## config.mk

```make
export PLATFORM = sky130hd
export DESIGN_NAME = mul_hilo_ctrl
export DESIGN_NICKNAME = d
export VERILOG_FILES = /design/src/rtl/mul_hilo_ctrl.sv
export SDC_FILE = /design/constraint.sdc
export NUM_CORES = 1
export LEC_CHECK = 0
export CORE_MARGIN = 5
export CORE_UTILIZATION = 52
export CTS_BUF_LIST = sky130_fd_sc_hd__clkbuf_2 sky130_fd_sc_hd__clkbuf_4 sky130_fd_sc_hd__clkbuf_8
export DETAILED_ROUTE_END_ITERATION = 16
export PLACE_DENSITY = 0.9
export SLEW_MARGIN = 10
export SYNTH_ARGS = -nofsm -noshare
export SYNTH_HDL_FRONTEND = slang
export SYNTH_SLANG_ARGS = --single-unit
```

## constraint.sdc

```tcl
create_clock -name clk -period 7.8 [get_ports clk]
set_input_delay 1.56 -clock clk [delete_from_list [all_inputs] [get_ports clk]]
set_output_delay 1.56 -clock clk [all_outputs]
set_load 0.1 [all_outputs]
```

## src/rtl/mul_hilo_ctrl.sv

```systemverilog
// Issue/writeback controller around a fixed-latency unsigned 32x32 multiplier.
// Holds operands stable, waits LATENCY cycles, sign-corrects and writes HI/LO.
module mul_hilo_ctrl #(
  parameter int LATENCY = 6
) (
  input  logic        clk,
  input  logic        reset,
  input  logic        req_valid,
  output logic        req_ready,
  input  logic [1:0]  req_op,
  input  logic [31:0] rs,
  input  logic [31:0] rt,
  output logic [31:0] mul_a,
  output logic [31:0] mul_b,
  input  logic [63:0] mul_z,
  output logic [31:0] hi,
  output logic [31:0] lo,
  output logic        busy,
  output logic        done
);

  localparam int CNT_W = (LATENCY < 2) ? 1 : $clog2(LATENCY + 1);
  localparam logic [CNT_W-1:0] CNT_LAST = CNT_W'(LATENCY);
  localparam logic [CNT_W-1:0] CNT_ONE  = CNT_W'(1);

  localparam logic [0:0] ST_IDLE = 1'b0;
  localparam logic [0:0] ST_WAIT = 1'b1;

  localparam logic [1:0] OP_MULTU = 2'b00;
  localparam logic [1:0] OP_MULT  = 2'b01;
  localparam logic [1:0] OP_MTHI  = 2'b10;
  localparam logic [1:0] OP_MTLO  = 2'b11;

  logic [0:0]       state_q, state_d;
  logic [CNT_W-1:0] cnt_q, cnt_d;
  logic             neg_q, neg_d;
  logic             done_q, done_d;
  logic [31:0]      mul_a_q, mul_a_d;
  logic [31:0]      mul_b_q, mul_b_d;
  logic [31:0]      hi_q, hi_d;
  logic [31:0]      lo_q, lo_d;

  logic [31:0] abs_rs;
  logic [31:0] abs_rt;
  logic [63:0] prod;

  // Magnitudes wrap, so 0x80000000 stays 0x80000000 and reads as unsigned 2^31.
  assign abs_rs = rs[31] ? (~rs + 32'd1) : rs;
  assign abs_rt = rt[31] ? (~rt + 32'd1) : rt;
  assign prod   = neg_q ? (~mul_z + 64'd1) : mul_z;

  always_comb begin
    state_d = state_q;
    cnt_d   = cnt_q;
    neg_d   = neg_q;
    done_d  = 1'b0;
    mul_a_d = mul_a_q;
    mul_b_d = mul_b_q;
    hi_d    = hi_q;
    lo_d    = lo_q;
    case (state_q)
      ST_IDLE: begin
        if (req_valid) begin
          case (req_op)
            OP_MULTU: begin
              mul_a_d = rs;
              mul_b_d = rt;
              neg_d   = 1'b0;
              cnt_d   = '0;
              state_d = ST_WAIT;
            end
            OP_MULT: begin
              mul_a_d = abs_rs;
              mul_b_d = abs_rt;
              neg_d   = rs[31] ^ rt[31];
              cnt_d   = '0;
              state_d = ST_WAIT;
            end
            OP_MTHI: hi_d = rs;
            OP_MTLO: lo_d = rs;
          endcase
        end
      end
      default: begin
        cnt_d = cnt_q + CNT_ONE;
        // mul_z has been valid for one cycle by the time cnt reaches LATENCY.
        if (cnt_q == CNT_LAST) begin
          hi_d    = prod[63:32];
          lo_d    = prod[31:0];
          done_d  = 1'b1;
          state_d = ST_IDLE;
        end
      end
    endcase
  end

  always_ff @(posedge clk or posedge reset) begin
    if (reset) begin
      state_q <= ST_IDLE;
      cnt_q   <= '0;
      neg_q   <= 1'b0;
      done_q  <= 1'b0;
      mul_a_q <= '0;
      mul_b_q <= '0;
      hi_q    <= '0;
      lo_q    <= '0;
    end else begin
      state_q <= state_d;
      cnt_q   <= cnt_d;
      neg_q   <= neg_d;
      done_q  <= done_d;
      mul_a_q <= mul_a_d;
      mul_b_q <= mul_b_d;
      hi_q    <= hi_d;
      lo_q    <= lo_d;
    end
  end

  assign req_ready = (state_q == ST_IDLE);
  assign busy      = (state_q == ST_WAIT);
  assign done      = done_q;
  assign mul_a     = mul_a_q;
  assign mul_b     = mul_b_q;
  assign hi        = hi_q;
  assign lo        = lo_q;

endmodule

```

==> results.md, run 1 <==
- Status: complete, no violations
- IO Port Bufs: between 200 and 300
- #FFs+latches synth: between 100 and 150
- Crit end category: register
- CP Data Required Time: 8.16 ns
- Dominant synthesized flop cell: dfrtp_1
- Clock skew: approximately 0.014 ns
- Commonest non-fill, non-tap cells in the layout: 263 x clkdlybuf4s50_1, 134 x dfrtp_1, 116 x nand2_1
- Hold crit path type: reg2reg
- Core area: around 15000 um^2
- Setup CP Type: in2reg
- Dpl cell area: roughly 11000 um^2
- H-tree depth: 4
- ANT nets after route: 0
- Worst Setup SP: mul_z[12]
- Post-synth EDFFs: 0
- Crit share post-route: 0.543
- Initial core utilization: 0.534
- Minimum clock period: ~4.2 ns
- RSZ-0062 raised after global routing: false
- Yosys Warn Count: 0
- Initial antenna violation count: 2
- Max Freq: 0.236 GHz
- Met1 global-route usage: 0.414
- Die footprint: approximately 18000 um^2
- GR peak layer: met2
- Cts repair resizes: 0
- Die Width: around 140 um
- Largest cells by area after synthesis: dfrtp_1 41%, xor2_1 8.4%, o21ai_0 6.9%
- Leading area contributor after synthesis: dfrtp_1
- Clock sink count: 134
- Grt met3 use: 0.0795
- Synth async-reset ratio: 1.00
- Vias/cell: around 6.1
- Grt ovf: 0
- Clk_lat worst skew: roughly 0.46 ns
- Largest net degree at the start of global routing: 121
- Syn Inst Count: 944
- Post-synth top area share: 0.410
- Register area share after synthesis: 0.410
- Crit-path max FO: 11
- Capture point of the worst reg-to-reg path: hi[1]
- Post-synthesis cell area: 8170 um^2
- Synth Area per Inst: approximately 8.7 um^2
- Setup TNS: 0 ns
- Crit start category: input port
- CTS clk-pin slew, worst paths: about 0.08 ns
- Worst EP arrival: 4.60 ns
- Most common cell after layout, fill and taps aside: clkdlybuf4s50_1
- Max-Cap Viols: 0
- Global-route wire length before repair: 45100 um
- Io pins: about 260
- Drt drc: 0
- Met2 usage: 0.496
- R2R cell count: 8
- Post-CTS setup buffer count: 0
- Worst Setup EP: hi[25]
- Vias: roughly 8.6k
- Syn_nets: 1082
- Dpl hpwl: 22400 um
- TritonCTS clock tree: yes
- Routed WL: ~30000 um
- Final setup fails: 0
- GR Util All Layers: 0.317
- Clock Path Buffers: 2
- Layout Nets: 1314
- Worst reg2reg path startpoint: busy
- Design area: 11400 um^2
- Routability Congestion: approximately 0.98
- 1st-iter DRT viols: approximately 900
- Final slew viol count: 0
- Worst slew margin: 0.183
- Cell Rows: 45
- DR WL/cell: around 21 um
- Number of global-route vias before repair: 8090
- R2R setup slack: 4.86 ns
- First-pass DRT Iterations: 7
- Num CTS Buffers: 17
- P&R area growth vs syn: 39.4%
- Chip Height: about 140 um
- Root Buffer: clkbuf_8
- Hold Fails Final Rpt: 0
- Layout cells sized above 1: 0.0547
- Synth unique cells: 57
- Worst-margin pin slew: about 1.2 ns
- Hold_buf cts: 0
Yosys cell counts, types with 3 or more instances:
library cell	count
a211oi_1	6
a21o_1	6
a21oi_1	59
a221oi_1	11
a31oi_1	5
a41oi_1	3
and2_1	4
and3_1	9
buf_1	3
clkbuf_1	48
dfrtp_1	134
ha_1	5
inv_1	13
mux2i_1	5
nand2_1	116
nand2b_1	6
nand3_1	17
nand4_1	5
nor2_1	86
nor3_1	22
nor4_1	8
o21ai_0	113
o21ai_1	4
o221ai_1	9
o22ai_1	9
o31ai_1	26
o41ai_1	16
o41ai_2	4
or3_1	20
or4_1	18
xnor2_1	41
xor2_1	78
critical path: stages:
cell and delay, ns:
clkdlybuf4s50_1 0.46, or4_4 0.57, nor3_2 0.70, nand4b_2 0.49, o41ai_2 0.46, xor2_1 0.11
a221oi_1 0.24
layout make-up:
class                      count  area [um^2]
multi-input combinational    740         4550
inverter                      13         51.3
antenna                        2         5.00
clock inverter                 8          168
timing repair buffer         270         2690
fill                        1133         3930
clock buffer                  24          312
sequential                   134         3350
tap                          211          264
state kept, by name, indices dropped and copies added (netlist names):
name   count
lo        32
hi        32
cnt_q      3
busy       1
neg_q      1
done       1
mul_b     32
mul_a     32
worst min-delay path by stage:
stage                  start  slack, ns  endpoint  cells past startpoint
detailed placement    lo[10]       0.47    lo[10]                      1
CTS                   lo[10]       0.48    lo[10]                      1
global route          lo[16]       0.51    lo[16]                      1
global placement    mul_a[8]       0.46  mul_a[8]                      2
floorplan           cnt_q[0]       0.49  cnt_q[0]                      1
finish                lo[10]       0.48    lo[10]                      1
per-stage QoR:
stage	worst slack (ns)	util	hold slack, ns	cells
after floorplan	2.66	-	0.489	944
after global placement	3.20	0.712	0.460	1368
after detailed placement	3.12	0.712	0.466	1368
after CTS	3.59	0.743	0.482	1400
after global routing	3.42	0.744	0.506	1402
final	3.56	0.744	0.478	1402
logic make-up after synthesis:
kind of cell    share of synthesized area
compound gates                      0.207
xor+xnor                            0.128
fa+ha+maj                         0.00765
buf+inv                            0.0352
flops                               0.410
mux                               0.00612
simple gates                        0.207
per-layer routing:
layer  share of wire  wire length [um]  vias to the layer above
li1                -                 -                     3867
met1            0.38             11400                     4030
met2            0.46             13700                      568
met3            0.11              3260                      106
met4           0.053              1590                        0
met5               0                 0                        -
Power of run 1 is left out: the tool's default activity adds up to more than one toggle a clock period on the data nets, which glitch-free logic cannot reach.
==> run 2: changes to the inputs <==
--- a/config.mk
+++ b/config.mk
@@ -6,10 +6,10 @@
 export NUM_CORES = 1
 export LEC_CHECK = 0
 export CORE_MARGIN = 5
-export CORE_UTILIZATION = 52
+export CORE_UTILIZATION = 44
 export CTS_BUF_LIST = sky130_fd_sc_hd__clkbuf_2 sky130_fd_sc_hd__clkbuf_4 sky130_fd_sc_hd__clkbuf_8
 export DETAILED_ROUTE_END_ITERATION = 16
-export PLACE_DENSITY = 0.9
+export PLACE_DENSITY = 0.81
 export SLEW_MARGIN = 10
 export SYNTH_ARGS = -nofsm -noshare
 export SYNTH_HDL_FRONTEND = slang
==> constraint.sdc (replaced) <==
create_clock -name clk -period 3.8 [get_ports clk]
set_input_delay 0.76 -clock clk [delete_from_list [all_inputs] [get_ports clk]]
set_output_delay 0.76 -clock clk [all_outputs]
set_load 0.1 [all_outputs]
==> run 2 against run 1 <==
Against the previous run:
- routed wire length grew 1.1%
- core utilization shrank 11 points
- worst setup slack lost 2.9 ns
- critical endpoint unchanged
- critical path type unchanged
- sequential share of layout area shrank 0.24 points
- flip-flop and latch count is the same
- hold slack gained 0.0013 ns
- via count shrank 2.6%
- critical path depth is the same
- die area grew 17%
- non-clock buffer count grew 15
==> results.md, run 2 (synthesized netlist as in run 1, its figures left out) <==
- Clk_lat worst skew: ~0.47 ns
- Minimum clock period: between 3 and 4 ns
- Crit end category: register
- Root Buffer: clkbuf_8
- Setup TNS: 0 ns
- Most common cell after layout, fill and taps aside: clkdlybuf4s50_1
- P&R area growth vs syn: 40.5%
- CTS clk-pin slew, worst paths: around 0.080 ns
- Final setup fails: 0
- Initial antenna violation count: 1
- Worst reg2reg path startpoint: busy
- Hold_buf cts: 0
- Post-CTS setup buffer count: 0
- H-tree depth: 4
- 1st-iter DRT viols: 619
- Hold crit path type: reg2reg
- Vias/cell: 5.82
- Number of global-route vias before repair: approximately 8.1k
- RSZ-0062 raised after global routing: false
- Final worst slack: around 0.7 ns
- Worst-margin pin slew: between 1 and 1.5 ns
- Max-Cap Viols: 0
- Fillers: around 1.6k
- Layout Nets: 1329
- Worst slack, placed: between 0.2 and 0.25 ns
- Vias: between 8k and 9k
- Die Width: between 100 and 150 um
- Status: complete, no violations
- Initial core utilization: 0.450
- Routability Congestion: 0.924
- GR Util All Layers: 0.277
- Clock skew: 0.0128 ns
- Global-route wire length before repair: approximately 47000 um
- CP Data Required Time: roughly 4.2 ns
- Clock sink count: ~130
- DR WL/cell: 21.1 um
- Core area: 18100 um^2
- Final slew viol count: 0
- Num CTS Buffers: 17
- Clock Path Buffers: 2
- Drt drc: 0
- Worst slew margin: 0.293
- Hold Fails Final Rpt: 0
- Io pins: roughly 260
- Crit share post-route: 0.816
- Largest net degree at the start of global routing: ~140
- First-pass DRT Iterations: 7
- Dpl hpwl: around 23000 um
- Crit start category: input port
- Grt ovf: 0
- TritonCTS clock tree: yes
- Max Freq: 0.322 GHz
- Layout cells sized above 1: 0.0673
- Die footprint: approximately 21000 um^2
- IO Port Bufs: 263
- Crit-path max FO: 9
- Chip Height: about 150 um
- Cell Rows: between 40 and 50
- Worst EP arrival: between 3 and 4 ns
- Commonest non-fill, non-tap cells in the layout: 261 x clkdlybuf4s50_1, 134 x dfrtp_1, 116 x nand2_1
- Routed WL: just over 30000 um
- ANT nets after route: 0
- Cts repair resizes: 0
- Worst hold start: mul_b[22]
- Worst Setup SP: mul_z[18]
- Setup CP Type: in2reg
-- run 2: path summary, 6_finish.rpt --
check	to	slack, ns	cells past startpoint
max	hi[25]	0.70	7
min	mul_b[22]	0.48	2
max reg2reg	lo[21]	1.33	6
min reg2reg	mul_b[22]	0.48	2
max in group asynchronous	mul_a[16]	2.39	3
min in group asynchronous	mul_b[10]	0.81	3
-- run 2: layer usage --
layer | up-vias | wire (um) | track usage
li1 | 3880 | - | -
met1 | 3976 | 12500 | 0.372
met2 | 427 | 14000 | 0.435
met3 | 63 | 2750 | 0.0688
met4 | 0 | 974 | 0.106
met5 | - | 0 | 0
-- run 2: metrics by stage --
step,hold WS [ns],instance area (um^2),std cells,util
after CTS,0.487,11500,1433,0.633
final,0.479,11500,1434,0.633
after global placement,0.459,11000,1401,0.609
after global routing,0.500,11500,1434,0.633
after floorplan,0.489,8180,944,-
after detailed placement,0.466,11000,1401,0.609
-- run 2: layout make-up --
cell class / count / area, um^2 / share of cell area
well taps: 229 / 287 / 0.0250
clock inverters: 11 / 146 / 0.0127
clock buffers: 21 / 289 / 0.0252
diodes: 1 / 2.50 / 0.000218
repair buffers: 285 / 2810 / 0.244
flip-flops and latches: 134 / 3350 / 0.292
multi-input cells: 740 / 4550 / 0.396
inverters: 13 / 52.6 / 0.00458
-- run 2: critical path, stage by stage --
cell,delay [ns]
clkdlybuf4s50_1,0.46
or4_1,0.73
nor4_4,0.38
nand4b_2,0.34
o41ai_2,0.43
xor2_1,0.11
a221oi_1,0.26
Power of run 2 is left out for the same reason.
==> run 3: changes to the inputs <==
==> constraint.sdc (replaced) <==
create_clock -name clk -period 2.8 [get_ports clk]
set_input_delay 0.56 -clock clk [delete_from_list [all_inputs] [get_ports clk]]
set_output_delay 0.56 -clock clk [all_outputs]
set_load 0.1 [all_outputs]
==> run 3 against run 2 <==
Against the previous run:
- sequential share of layout area is 2.0 points lower
- register-to-register slack worse by 0.67 ns
- worst setup slack worse by 0.56 ns
- clock skew is 0.0054 ns higher
- routed wire length is 4.5% higher
- final area is 7.5% higher
- die area stayed put
- critical path type unchanged
- flip-flop and latch count stayed put
- first-iteration DRC count is 41% higher
==> results.md, run 3 (synthesized netlist as in run 1, its figures left out) <==
- Met3 wire length: approximately 2700 um
- GR Util All Layers: 0.287
- Final setup fails: 0
- Power consumption: between 15 and 20 mW
- Metal-1 WL: 12900 um
- Worst EP arrival: 3.02 ns
- Dpl hpwl: around 25000 um
- Max-Cap Viols: 0
- Clock network fraction of total power: 0.105
- RSZ-0062 raised after global routing: false
- Setup CP Type: in2reg
- Design area: 12300 um^2
- Worst-margin pin slew: 0.757 ns
- Crit end category: register
- Drt drc: 0
- Met2 wire length: approximately 14000 um
- CP most frequent cell: buf_4
- Clock Path Buffers: 2
- Status: complete, no violations
- Core area: about 18000 um^2
- Clock skew: about 0.018 ns
- H-tree depth: 4
- Hold crit path type: reg2reg
- Top sig layer: met5
- Clock sink count: between 100 and 150
- Most common cell after layout, fill and taps aside: buf_4
- Crit share post-route: 0.952
- Num CTS Buffers: 17
- CP Data Required Time: ~3.2 ns
- Final worst slack: around 0.14 ns
- Commonest non-fill, non-tap cells in the layout: 292 x buf_4, 134 x dfrtp_1, 132 x clkdlybuf4s50_1
- Vias/cell: roughly 5.7
- Root Buffer: clkbuf_8
- Pint: 6.33 mW
- Max VDD drop: around 1.1 mV
- Power per cell area: approximately 1400 nW/um^2
- Die Width: 146 um
- IO Port Bufs: approximately 260
- Worst path cell trace: clkdlybuf4s50_1 -> or4_4 -> nor4_4 -> buf_4 -> nand3_1 -> buf_4 -> o31ai_1 -> xor2_1 -> a221oi_1
- Routed WL: between 30000 and 40000 um
- Max stage delay on crit path: ~0.60 ns
- Flop pwr share: 0.210
- Layout Nets: around 1.5k
- 1st-iter DRT viols: 870
- Die footprint: 21400 um^2
- Final slew viol count: 0
- Io pins: 264
- R2R setup slack: 0.66 ns
- Chip Height: between 100 and 150 um
- Grt ovf: 0
- ANT nets after route: 0
- CP max-delay cell: or4_4
- TritonCTS clock tree: yes
- Max Freq: between 0.3 and 0.4 GHz
- Minimum clock period: about 2.7 ns
- P_sw: between 10 and 15 mW
- Number of global-route vias before repair: about 8.7k
- Initial core utilization: 0.450
- DR WL/cell: 20.0 um
- Clk_lat worst skew: roughly 0.46 ns
- Layout cells sized above 1: 0.267
- Initial antenna violation count: 2
- Switching share of power: 0.621
- Crit-path max FO: 5
- Dpl cell area: 11900 um^2
- Pleak: approximately 5.4 nW
- Largest net degree at the start of global routing: 61
- Post-layout util: 0.680
- P&R area growth vs syn: 51.0%
- Worst slew margin: 0.495
- Global-route wire length before repair: ~50000 um
- Routability Congestion: roughly 0.91
- CTS clk-pin slew, worst paths: about 0.08 ns
- Logic pwr share: 0.685
- First-pass DRT Iterations: 7
- Worst slack, placed: -0.383 ns
- Vias: slightly below 9k
- Cell Rows: approximately 50
- Hold Fails Final Rpt: 0
- Crit start category: input port
-- run 3: changes by cell type in the layout (fill, tap and decap cells not counted), moves of 2 or more --
cell,previous run,this run
clkbuf_8,21,19
buf_4,23,292
or4_1,18,16
clkdlybuf4s50_1,261,132
or4_4,2,4
buf_12,1,7
-- run 3: what timing repair did --
action	in CTS	in global routing
endpoints found under the hold margin	0	0
setup buffers	0	1
resized for setup	0	5
setup endpoints to repair	0	4
hold buffers	0	0
-- run 3: routing by layer --
metal / track usage / vias to the layer above
li1: - / 4177
met1: 0.375 / 4200
met2: 0.457 / 455
met3: 0.0635 / 89
met4: 0.129 / 2
met5: 0 / -
-- run 3: worst max-delay path, delay by kind of cell --
kind                   cells  cell delay [ns]
AND/OR/NAND/NOR            3             1.06
buffers and inverters      3             0.77
AO/OA/AOI/OAI              2             0.52
XOR/XNOR                   1             0.10
-- run 3: per-stage QoR --
stage / hold slack [ns] / cells / TNS [ns]
final: 0.479 / 1579 / 0
after global routing: 0.504 / 1579 / 0
after CTS: 0.485 / 1577 / 0
after detailed placement: 0.472 / 1546 / -11.49
after global placement: 0.461 / 1546 / -9.29
after floorplan: 0.489 / 944 / 0
-- run 3: path summary, 6_finish.rpt --
check                           startpoint   endpoint  cells after the start
worst max-delay path             mul_z[18]     hi[22]                      9
worst min register to register   mul_a[13]  mul_a[13]                      2
worst min-delay path             mul_a[13]  mul_a[13]                      2
worst max register to register    cnt_q[0]     lo[18]                      8
min in group asynchronous            reset      lo[2]                      2
max in group asynchronous            reset  mul_a[15]                      3
-- run 3: power by group through the flow --
stage	Combinational, mW	Clock (mW)	Sequential (mW)
2_1_floorplan	2.24	0	9.72
3_3_place_gp	11.3	0	3.49
3_5_place_dp	11.4	0	3.51
4_1_cts	11.4	1.76	3.49
5_1_grt	11.9	1.84	3.61
6_report	11.4	1.75	3.51
-- run 3: layout make-up --
type                       count  area [um^2]
clock buffer                  20          269
sequential                   134         3350
inverter                      13         52.6
tap                          229          287
fill                        1520         5810
clock inverter                11          149
multi-input combinational    740         4570
antenna                        1         2.50
timing repair buffer         431         3650
No activity file was read; power rests on OpenSTA's default activity.
